## config.mk

```make
export PLATFORM = sky130hd
export DESIGN_NAME = mtimer_responder
export DESIGN_NICKNAME = d
export VERILOG_FILES = /design/src/rtl/mtimer_responder.sv
export SDC_FILE = /design/constraint.sdc
export NUM_CORES = 1
export LEC_CHECK = 0
export BUFFER_PORTS_ARGS = -buffer_cell sky130_fd_sc_hd__clkbuf_2
export CAP_MARGIN = 10
export CORE_MARGIN = 2
export CORE_UTILIZATION = 25
export DETAILED_ROUTE_END_ITERATION = 6
export PLACE_DENSITY_LB_ADDON = 0.25
export SYNTH_ARGS = -nofsm -noshare
export SYNTH_HDL_FRONTEND = slang
export SYNTH_SLANG_ARGS = --single-unit
```

## constraint.sdc

```tcl
create_clock -name clock -period 4.35 [get_ports clock]
set_input_delay 0.2175 -clock clock [delete_from_list [all_inputs] [get_ports clock]]
set_output_delay 0.2175 -clock clock [all_outputs]
set_load 0.01 [all_outputs]
```

## src/rtl/mtimer_responder.sv

```systemverilog
// Memory-mapped machine timer (mtime/mtimecmp, prescaler, level interrupt) on the CPU data bus.
// Optional MTIMER_SNAPSHOT_EN: loads of MTIME_LO latch mtime[63:32] so MTIME_HI reads are atomic.
module mtimer_responder #(
  parameter logic [31:0] BASE_ADDR  = 32'h0000_8000,
  parameter int          PRESCALE_W = 16
) (
  input  logic        clock,
  input  logic        reset,
  input  logic [31:0] dmem_rw_addr,
  input  logic [31:0] dmem_w_data,
  input  logic        dmem_w_en,
  input  logic        dmem_r_en,
  input  logic [2:0]  funct3,
  output logic        hit,
  output logic [31:0] r_data,
  output logic        int_req
);

  logic [63:0]           r_mtime;
  logic [63:0]           r_mtimecmp;
  logic                  r_cnt_en;
  logic                  r_irq_en;
  logic [PRESCALE_W-1:0] r_prescale;
  logic [PRESCALE_W-1:0] r_pcnt;
  logic                  r_int_req;

  logic        w_hit;
  logic [2:0]  w_off;
  logic [1:0]  w_lane;
  logic        w_acc_ok;
  logic [3:0]  w_be;
  logic [31:0] w_wdata_al;
  logic [31:0] w_live_word;
  logic [31:0] w_rd_word;
  logic [31:0] w_merged;
  logic [31:0] w_prescale_ext;
  logic        w_wr;
  logic        w_tick;

  function automatic logic [31:0] f_merge(input logic [31:0] old_w, input logic [31:0] new_w,
                                          input logic [3:0] be);
    logic [31:0] mask;
    mask = {{8{be[3]}}, {8{be[2]}}, {8{be[1]}}, {8{be[0]}}};
    return (old_w & ~mask) | (new_w & mask);
  endfunction

  function automatic logic [31:0] f_load(input logic [31:0] word, input logic [2:0] f3,
                                         input logic [1:0] lane);
    logic [31:0] sh;
    sh = word >> {lane, 3'b000};
    case (f3)
      3'b000:  return {{24{sh[7]}}, sh[7:0]};
      3'b100:  return {24'h0, sh[7:0]};
      3'b001:  return {{16{sh[15]}}, sh[15:0]};
      3'b101:  return {16'h0, sh[15:0]};
      3'b010:  return word;
      default: return 32'h0;
    endcase
  endfunction

  assign w_hit  = (dmem_rw_addr[31:5] == BASE_ADDR[31:5]);
  assign w_off  = dmem_rw_addr[4:2];
  assign w_lane = dmem_rw_addr[1:0];

  // Size decode: byte enables and the store data replicated onto every lane it could target.
  always_comb begin
    w_acc_ok   = 1'b0;
    w_be       = 4'b0000;
    w_wdata_al = dmem_w_data;
    case (funct3)
      3'b000, 3'b100: begin
        w_acc_ok   = 1'b1;
        w_be       = 4'b0001 << w_lane;
        w_wdata_al = {4{dmem_w_data[7:0]}};
      end
      3'b001, 3'b101: begin
        w_acc_ok   = ~w_lane[0];
        w_be       = w_lane[1] ? 4'b1100 : 4'b0011;
        w_wdata_al = {2{dmem_w_data[15:0]}};
      end
      3'b010: begin
        w_acc_ok = (w_lane == 2'b00);
        w_be     = 4'b1111;
      end
      default: ;
    endcase
  end

  assign w_prescale_ext = 32'(r_prescale);

  always_comb begin
    w_live_word = 32'h0;
    case (w_off)
      3'd0: w_live_word = r_mtime[31:0];
      3'd1: w_live_word = r_mtime[63:32];
      3'd2: w_live_word = r_mtimecmp[31:0];
      3'd3: w_live_word = r_mtimecmp[63:32];
      3'd4: w_live_word = {30'h0, r_irq_en, r_cnt_en};
      3'd5: w_live_word = w_prescale_ext;
      default: w_live_word = 32'h0;
    endcase
  end

  assign w_merged = f_merge(w_live_word, w_wdata_al, w_be);
  assign w_wr     = w_hit && dmem_w_en && w_acc_ok;
  assign w_tick   = r_cnt_en && (r_pcnt == r_prescale);

`ifdef MTIMER_SNAPSHOT_EN
  logic [31:0] r_shadow;

  always_ff @(posedge clock or posedge reset) begin
    if (reset)
      r_shadow <= 32'h0;
    else if (w_hit && w_acc_ok && dmem_r_en && (w_off == 3'd0))
      r_shadow <= r_mtime[63:32];
  end

  assign w_rd_word = (w_off == 3'd1) ? r_shadow : w_live_word;
`else
  logic w_unused;
  assign w_unused  = dmem_r_en;
  assign w_rd_word = w_live_word;
`endif

  // A store to either mtime half takes priority over the tick for that cycle.
  always_ff @(posedge clock or posedge reset) begin
    if (reset) begin
      r_mtime <= 64'h0;
    end else if (w_wr && (w_off == 3'd0)) begin
      r_mtime[31:0] <= w_merged;
    end else if (w_wr && (w_off == 3'd1)) begin
      r_mtime[63:32] <= w_merged;
    end else if (w_tick) begin
      r_mtime <= r_mtime + 64'd1;
    end
  end

  always_ff @(posedge clock or posedge reset) begin
    if (reset) begin
      r_mtimecmp <= 64'hFFFF_FFFF_FFFF_FFFF;
      r_cnt_en   <= 1'b1;
      r_irq_en   <= 1'b0;
      r_prescale <= '0;
    end else if (w_wr) begin
      case (w_off)
        3'd2: r_mtimecmp[31:0]  <= w_merged;
        3'd3: r_mtimecmp[63:32] <= w_merged;
        3'd4: begin
          r_cnt_en <= w_merged[0];
          r_irq_en <= w_merged[1];
        end
        3'd5: r_prescale <= w_merged[PRESCALE_W-1:0];
        default: ;
      endcase
    end
  end

  always_ff @(posedge clock or posedge reset) begin
    if (reset)
      r_pcnt <= '0;
    else if (w_wr && (w_off == 3'd5))
      r_pcnt <= '0;
    else if (r_cnt_en)
      r_pcnt <= w_tick ? '0 : r_pcnt + 1'b1;
  end

  always_ff @(posedge clock or posedge reset) begin
    if (reset)
      r_int_req <= 1'b0;
    else
      r_int_req <= r_irq_en && (r_mtime >= r_mtimecmp);
  end

  assign hit     = w_hit;
  assign r_data  = (w_hit && w_acc_ok) ? f_load(w_rd_word, funct3, w_lane) : 32'h0;
  assign int_req = r_int_req;

endmodule

```

==> impl_metrics.csv, run 1 <==
group,metric,value,unit
yosys,seq_area_frac_synth,34.30,%
clock_tree,clockBufferDepth,2,
yosys,netlist_instances,1412,
die,die_w,224.3,um
clock_tree,cts_buffers,17,
setup_path,crit_path_end_kind,"primary output",
clock_tree,clock_sinks,163,
routing,wl_per_cell,21.88,um
cells_and_area,final_nets,1644,
global_route,grt_max_degree,67,
setup_path,worstPathArrival,3.30,ns
setup_path,crit_buf_inv,1,
clock_tree,clock-root-buffer,"clkbuf_16",
yosys,async_reset_ff_share,100.0,%
routing,wirelength,46720,um
setup_path,cp_cell_sequence,"mux4_2 -> nand2_1 -> and3_1 -> a2111oi_0 -> nand2_1 -> a21o_1 -> o21ai_0 -> clkbuf_2",
place,post-dp-hpwl,36020,um
power,power.internal,2.481,mW
place,pre_cts_slack,1.017,ns
global_route,overflow,0,
setup_path,crit_top_cell,"nand2_1",
global_route,grt_usage,18.37,%
setup_path,cp_max_fo,16,
setup_path,startpoint_type,"register",
cells_and_area,final_cells,2135,
die,fp.dieH,224.3,um
routing,top_layer,"met4",
setup_path,slowest_delay,0.57,ns
place,placed_area,0.01348,mm^2
routing,ant_nets,0,
clock_tree,cts_tree,"built",
routing,route.detailed.drc,0,
yosys,synthAdderAreaFrac,6.808,%
timing,fmax,284.0,MHz
flow_run,maxCapViolCount,0,
clock_tree,clock_latency,0.45,ns
global_route,grt_pass1_vias,11010,
yosys,synth-edff-count,0,
yosys,synth_top_family_by_area,"simple AND/OR/NAND/NOR gates",
clock_tree,clk_pin_slew,0.07,ns
yosys,ys_top_cells_by_area,"dfrtp_1, dfstp_2, ha_1",
place,port_buffers,103,
timing,drv_slew,0,
yosys,synth_flop_cell,"dfrtp_1",
timing,hold_viol,0,
routing,wl_met2,21140,um
cells_and_area,drive_above_1_share,20.00,%
yosys,ys_seq_elements,163,
timing,timing.hold.ws,0.3191,ns
timing,finalCritPeriodShare,80.94,%
die,std_cell_rows,80,
yosys,muxShareOfSynthArea,8.881,%
timing,finalSetupTns,0,ns
global_route,grt_pass1_wl,69850,um
timing,skew,0.01333,ns
cells_and_area,syn_to_final_growth,15.83,%
yosys,synth-compound-area-share,20.11,%
power,power_density,239.9,mW/mm^2
clock_tree,h-tree-depth,4,
die,num_io_pins,105,
routing,met3WireLength,2843,um
power,seqPwrFrac,45.0,%
timing,maxSlewHeadroom,9.131,%
routing,wl_met1,21370,um
power,clockPowerShare,44.4,%
setup_path,critPathTopFamily,"compound AO/OA/AOI/OAI gates",
yosys,synthesis.nets,1549,
setup_path,slowest_stage,"a2111oi_0",
power,pwr-share-comb,10.5,%
place,globalplace.congestion,0.9342,
power,switching_share,26.41,%
yosys,synth_area_per_cell,8.591,um^2
cells_and_area,final_util,29.37,%
setup_path,cp_data_required_time,4.13,ns
timing,setup_viol,0,
die,core_area,0.04785,mm^2
yosys,synth-xor-area-share,4.188,%
yosys,synth.top_cell.area_share,20.22,%
power,total_power,3.371,mW
timing,fin_crit,3.521,ns
yosys,syn-cell-area,0.01213,mm^2
timing,setup_ws,0.8293,ns
routing,vias,11540,
cells_and_area,design_area,0.01405,mm^2
timing,rsz0062_at_grt,"no",
die,initial_core_util,25.35,%
power,ir_drop,0.2640,mV
yosys,yosysMostFrequentCell,"nand2_1",
hold_path,worstHoldPathType,"in2reg",
global_route,grt_antenna_before_repair,0,
yosys,post_synth_num_cell_types,81,
power,p_sw,0.8905,mW
cells_and_area,n_antenna_cell,0,
yosys,ys_top_cells_by_count,"nand2_1, o21ai_0, dfrtp_1",
routing,drtIter0Drc,1081,
timing,worstMarginPinSlew,1.349,ns
outcome,status,"completed",
yosys,synthSimpleGateAreaFrac,20.21,%
yosys,ys_warn_count,0,
yosys,yosysTopAreaCell,"dfrtp_1",
setup_path,critPathKind,"reg2out",
die,die_area,0.05030,mm^2
place,place_inst,2102,
routing,drt-vias-per-instance,5.403,
clock_tree,post_cts_buffers,0,
power,p_leak,5.829,nW
routing,first_pass_iters,5,
-- layout by cell type, fill, tap and decap left out, drive strengths merged, types with 22 or more instances in the layout --
master,instances
dfstp,65
nor4,22
a21oi,91
inv,78
ha,66
nand4,40
xor2,39
nand2,174
clkbuf,130
nor2,88
o21ai,148
nand3,45
nor3,29
buf,53
dfrtp,98
mux2i,57
-- sequential cells by signal, summed over array words and instances (netlist names) --
| register | cells |
|---|---|
| r_prescale | 16 |
| int_req | 1 |
| r_mtime | 64 |
| r_irq_en | 1 |
| r_pcnt | 16 |
| r_mtimecmp | 64 |
| r_cnt_en | 1 |
-- logic make-up after synthesis --
group                    after synthesis
multiplexers                          86
AO/OA/AOI/OAI                        393
adder cells (fa/ha/maj)               66
flip-flops                           163
XOR/XNOR                              58
buffers and inverters                161
AND/OR/NAND/NOR                      485
-- power by group through the flow --
stage,Clock (mW),Combinational [mW],Sequential (mW)
after floorplan,0,0.178,1.54
after global placement,0,0.352,1.54
after detailed placement,0,0.352,1.54
after CTS,1.52,0.354,1.52
after global routing,1.59,0.378,1.52
final,1.50,0.355,1.52
-- worst min-delay path: stages --
cell and delay [ns]:
clkbuf_2 0.08, mux2i_1 0.07, nor2_1 0.10, a21oi_1 0.12, mux2i_1 0.14
-- worst paths after layout --
check                                                 from                          to  slack (ns)  cells after the start
worst min register to register  r_mtimecmp[47]$_DFFE_PP1P_  r_mtimecmp[47]$_DFFE_PP1P_        0.49                      2
worst max register to register       r_pcnt[4]$_DFFE_PP0P_     r_mtime[43]$_DFFE_PP0P_        1.22                      7
worst max-delay path            r_mtimecmp[63]$_DFFE_PP1P_                  r_data[17]        0.83                      8
min in group asynchronous                            reset     r_mtime[38]$_DFFE_PP0P_        0.51                      3
worst min-delay path                       dmem_w_data[17]     r_mtime[17]$_DFFE_PP0P_        0.32                      5
max in group asynchronous                            reset  r_mtimecmp[19]$_DFFE_PP1P_        2.84                      4
-- area by class of cell --
class	count	area, um^2
Fill cell	5082	33790
Inverter	80	304.0
Sequential cell	163	4160
Clock buffer	27	504.2
Multi-Input combinational cell	1088	7325
Tap cell	615	769.5
Clock inverter	5	52.55
Timing Repair Buffer	157	935.9
-- routing by layer --
metal,global-route usage (%),vias up
li1,-,5354
met1,25.18,5656
met2,29.62,459
met3,2.391,66
met4,6.687,0
met5,0,-
-- repair_timing --
action | 4_1_cts | 5_1_grt
setup endpoints to repair | 0 | 0
hold buffers | 1 | 0
hold endpoints to repair | 8 | 0
gates resized for setup | 0 | 0
No activity file was read; power rests on OpenSTA's default activity.
==> inputs of run 2 (changes only) <==
==> constraint.sdc (replaced) <==
create_clock -name clock -period 3.1 [get_ports clock]
set_input_delay 0.155 -clock clock [delete_from_list [all_inputs] [get_ports clock]]
set_output_delay 0.155 -clock clock [all_outputs]
set_load 0.01 [all_outputs]
==> run 2 against run 1 <==
Compared with the run above: die area unchanged; first-iteration DRC count decreased by 1.8%; combinational power is 55% higher; utilization is 1.3 points higher; wire length rose by 4.6%; register-to-register slack lost 0.87 ns; critical endpoint is now r_data[4].
==> impl_metrics.csv, run 2 (same netlist as run 1, synthesis figures left out) <==
group,metric,value,unit
cells_and_area,mostFrequentLayoutCell,"nand2_1",
cells_and_area,largest_registers,"r_mtime x64, r_mtimecmp x64",
timing,hold_viol,0,
global_route,overflow,0,
routing,drtIter0Drc,1062,
cells_and_area,final_cells,2209,
cells_and_area,syn_to_final_growth,21.05,%
timing,timing.hold.ws,0.2319,ns
clock_tree,cts_buffers,17,
timing,finalCritPeriodShare,93.83,%
power,p_leak,6.202,nW
timing,maxSlewHeadroom,16.38,%
routing,drt-vias-per-instance,5.405,
outcome,status,"completed",
place,place_inst,2176,
die,die_area,0.05030,mm^2
cells_and_area,drive_above_1_share,24.28,%
setup_path,crit_path_end_kind,"primary output",
power,total_power,4.781,mW
timing,drv_slew,0,
cells_and_area,fillers,5102,
cells_and_area,final_util,30.69,%
setup_path,startpoint_type,"primary input",
clock_tree,clk_pin_slew,0.07,ns
timing,skew,0.01428,ns
routing,wirelength,48850,um
cells_and_area,final_nets,1718,
clock_tree,clock_sinks,163,
clock_tree,clock_latency,0.47,ns
global_route,grt_antenna_before_repair,0,
timing,worstMarginPinSlew,1.241,ns
clock_tree,clock-root-buffer,"clkbuf_16",
clock_tree,cts_tree,"built",
power,ir_drop,0.3363,mV
clock_tree,clockBufferDepth,2,
die,die_w,224.3,um
cells_and_area,mostFrequentLayoutCells,"nand2_1, o21ai_0, buf_4",
timing,fin_crit,2.909,ns
place,port_buffers,103,
place,pre_cts_slack,0.1796,ns
hold_path,worstHoldPathType,"in2reg",
power,power_density,325.6,mW/mm^2
setup_path,cp_data_required_time,2.94,ns
setup_path,cp_max_fo,13,
die,fp.dieH,224.3,um
global_route,grt_max_degree,107,
routing,wl_per_cell,22.12,um
setup_path,worstPathArrival,2.75,ns
timing,finalSetupTns,0,ns
die,std_cell_rows,80,
flow_run,maxCapViolCount,0,
routing,first_pass_iters,5,
cells_and_area,n_antenna_cell,0,
timing,fmax,343.8,MHz
clock_tree,h-tree-depth,4,
routing,route.detailed.drc,0,
die,core_area,0.04785,mm^2
cells_and_area,design_area,0.01468,mm^2
clock_tree,post_cts_buffers,0,
global_route,grt_pass1_vias,11600,
die,num_io_pins,105,
setup_path,critPathKind,"in2out",
place,post-dp-hpwl,38180,um
place,placed_area,0.01410,mm^2
global_route,grt_pass1_wl,74150,um
timing,setup_viol,0,
die,initial_core_util,25.35,%
timing,setup_ws,0.1912,ns
place,globalplace.congestion,0.9576,
routing,vias,11940,
global_route,grt_usage,19.58,%
timing,rsz0062_at_grt,"no",
routing,ant_nets,0,
run 2: path summary, 6_finish.rpt:
kind	slack (ns)	depth (start not counted)	start	to
setup / recovery	0.19	10	dmem_rw_addr[3]	r_data[4]
hold / removal	0.23	4	dmem_w_data[21]	r_mtimecmp[21]$_DFFE_PP1P_
setup reg to reg	0.35	10	r_mtime[0]$_DFFE_PP0P_	int_req$_DFF_PP0_
hold reg to reg	0.49	2	r_mtimecmp[9]$_DFFE_PP1P_	r_mtimecmp[9]$_DFFE_PP1P_
max in group asynchronous	2.15	4	reset	r_mtime[23]$_DFFE_PP0P_
min in group asynchronous	0.36	4	reset	r_mtime[34]$_DFFE_PP0P_
run 2: cell type report:
type / count / area [um^2] / area share [%]
Inverter: 80 / 304.0 / 2.071
Timing Repair Buffer: 231 / 1554 / 10.58
Clock inverter: 14 / 118.9 / 0.8095
Clock buffer: 18 / 439.2 / 2.991
Tap cell: 615 / 769.5 / 5.240
Sequential cell: 163 / 4160 / 28.33
Multi-Input combinational cell: 1088 / 7338 / 49.97
run 2: critical path: stages:
cell and delay, ns:
clkbuf_2 0.19, buf_4 0.33, nor2_1 0.11, buf_4 0.16, buf_4 0.15, a221oi_1 0.98
mux2i_1 0.20, a22oi_1 0.20, o22ai_1 0.12, clkbuf_2 0.15
run 2: power by group:
part	total, mW	switching, mW	internal (mW)
logic	0.549	0.358	0.192
registers	2.13	0.0000000539	2.13
clock network	2.10	1.03	1.07
run 2: metal layers:
layer	GRT usage (%)	vias up	part of all wire, %
met3	2.665	76	6.1
met4	7.050	0	2.8
met5	0	-	0
met1	27.28	5882	46
li1	-	5517	-
met2	30.98	464	45
run 2: timing repair:
action / CTS / global route
endpoints found under the hold margin: 98 / 0
setup endpoints to repair: 0 / 24
gates resized for setup: 0 / 4
hold buffers: 1 / 0
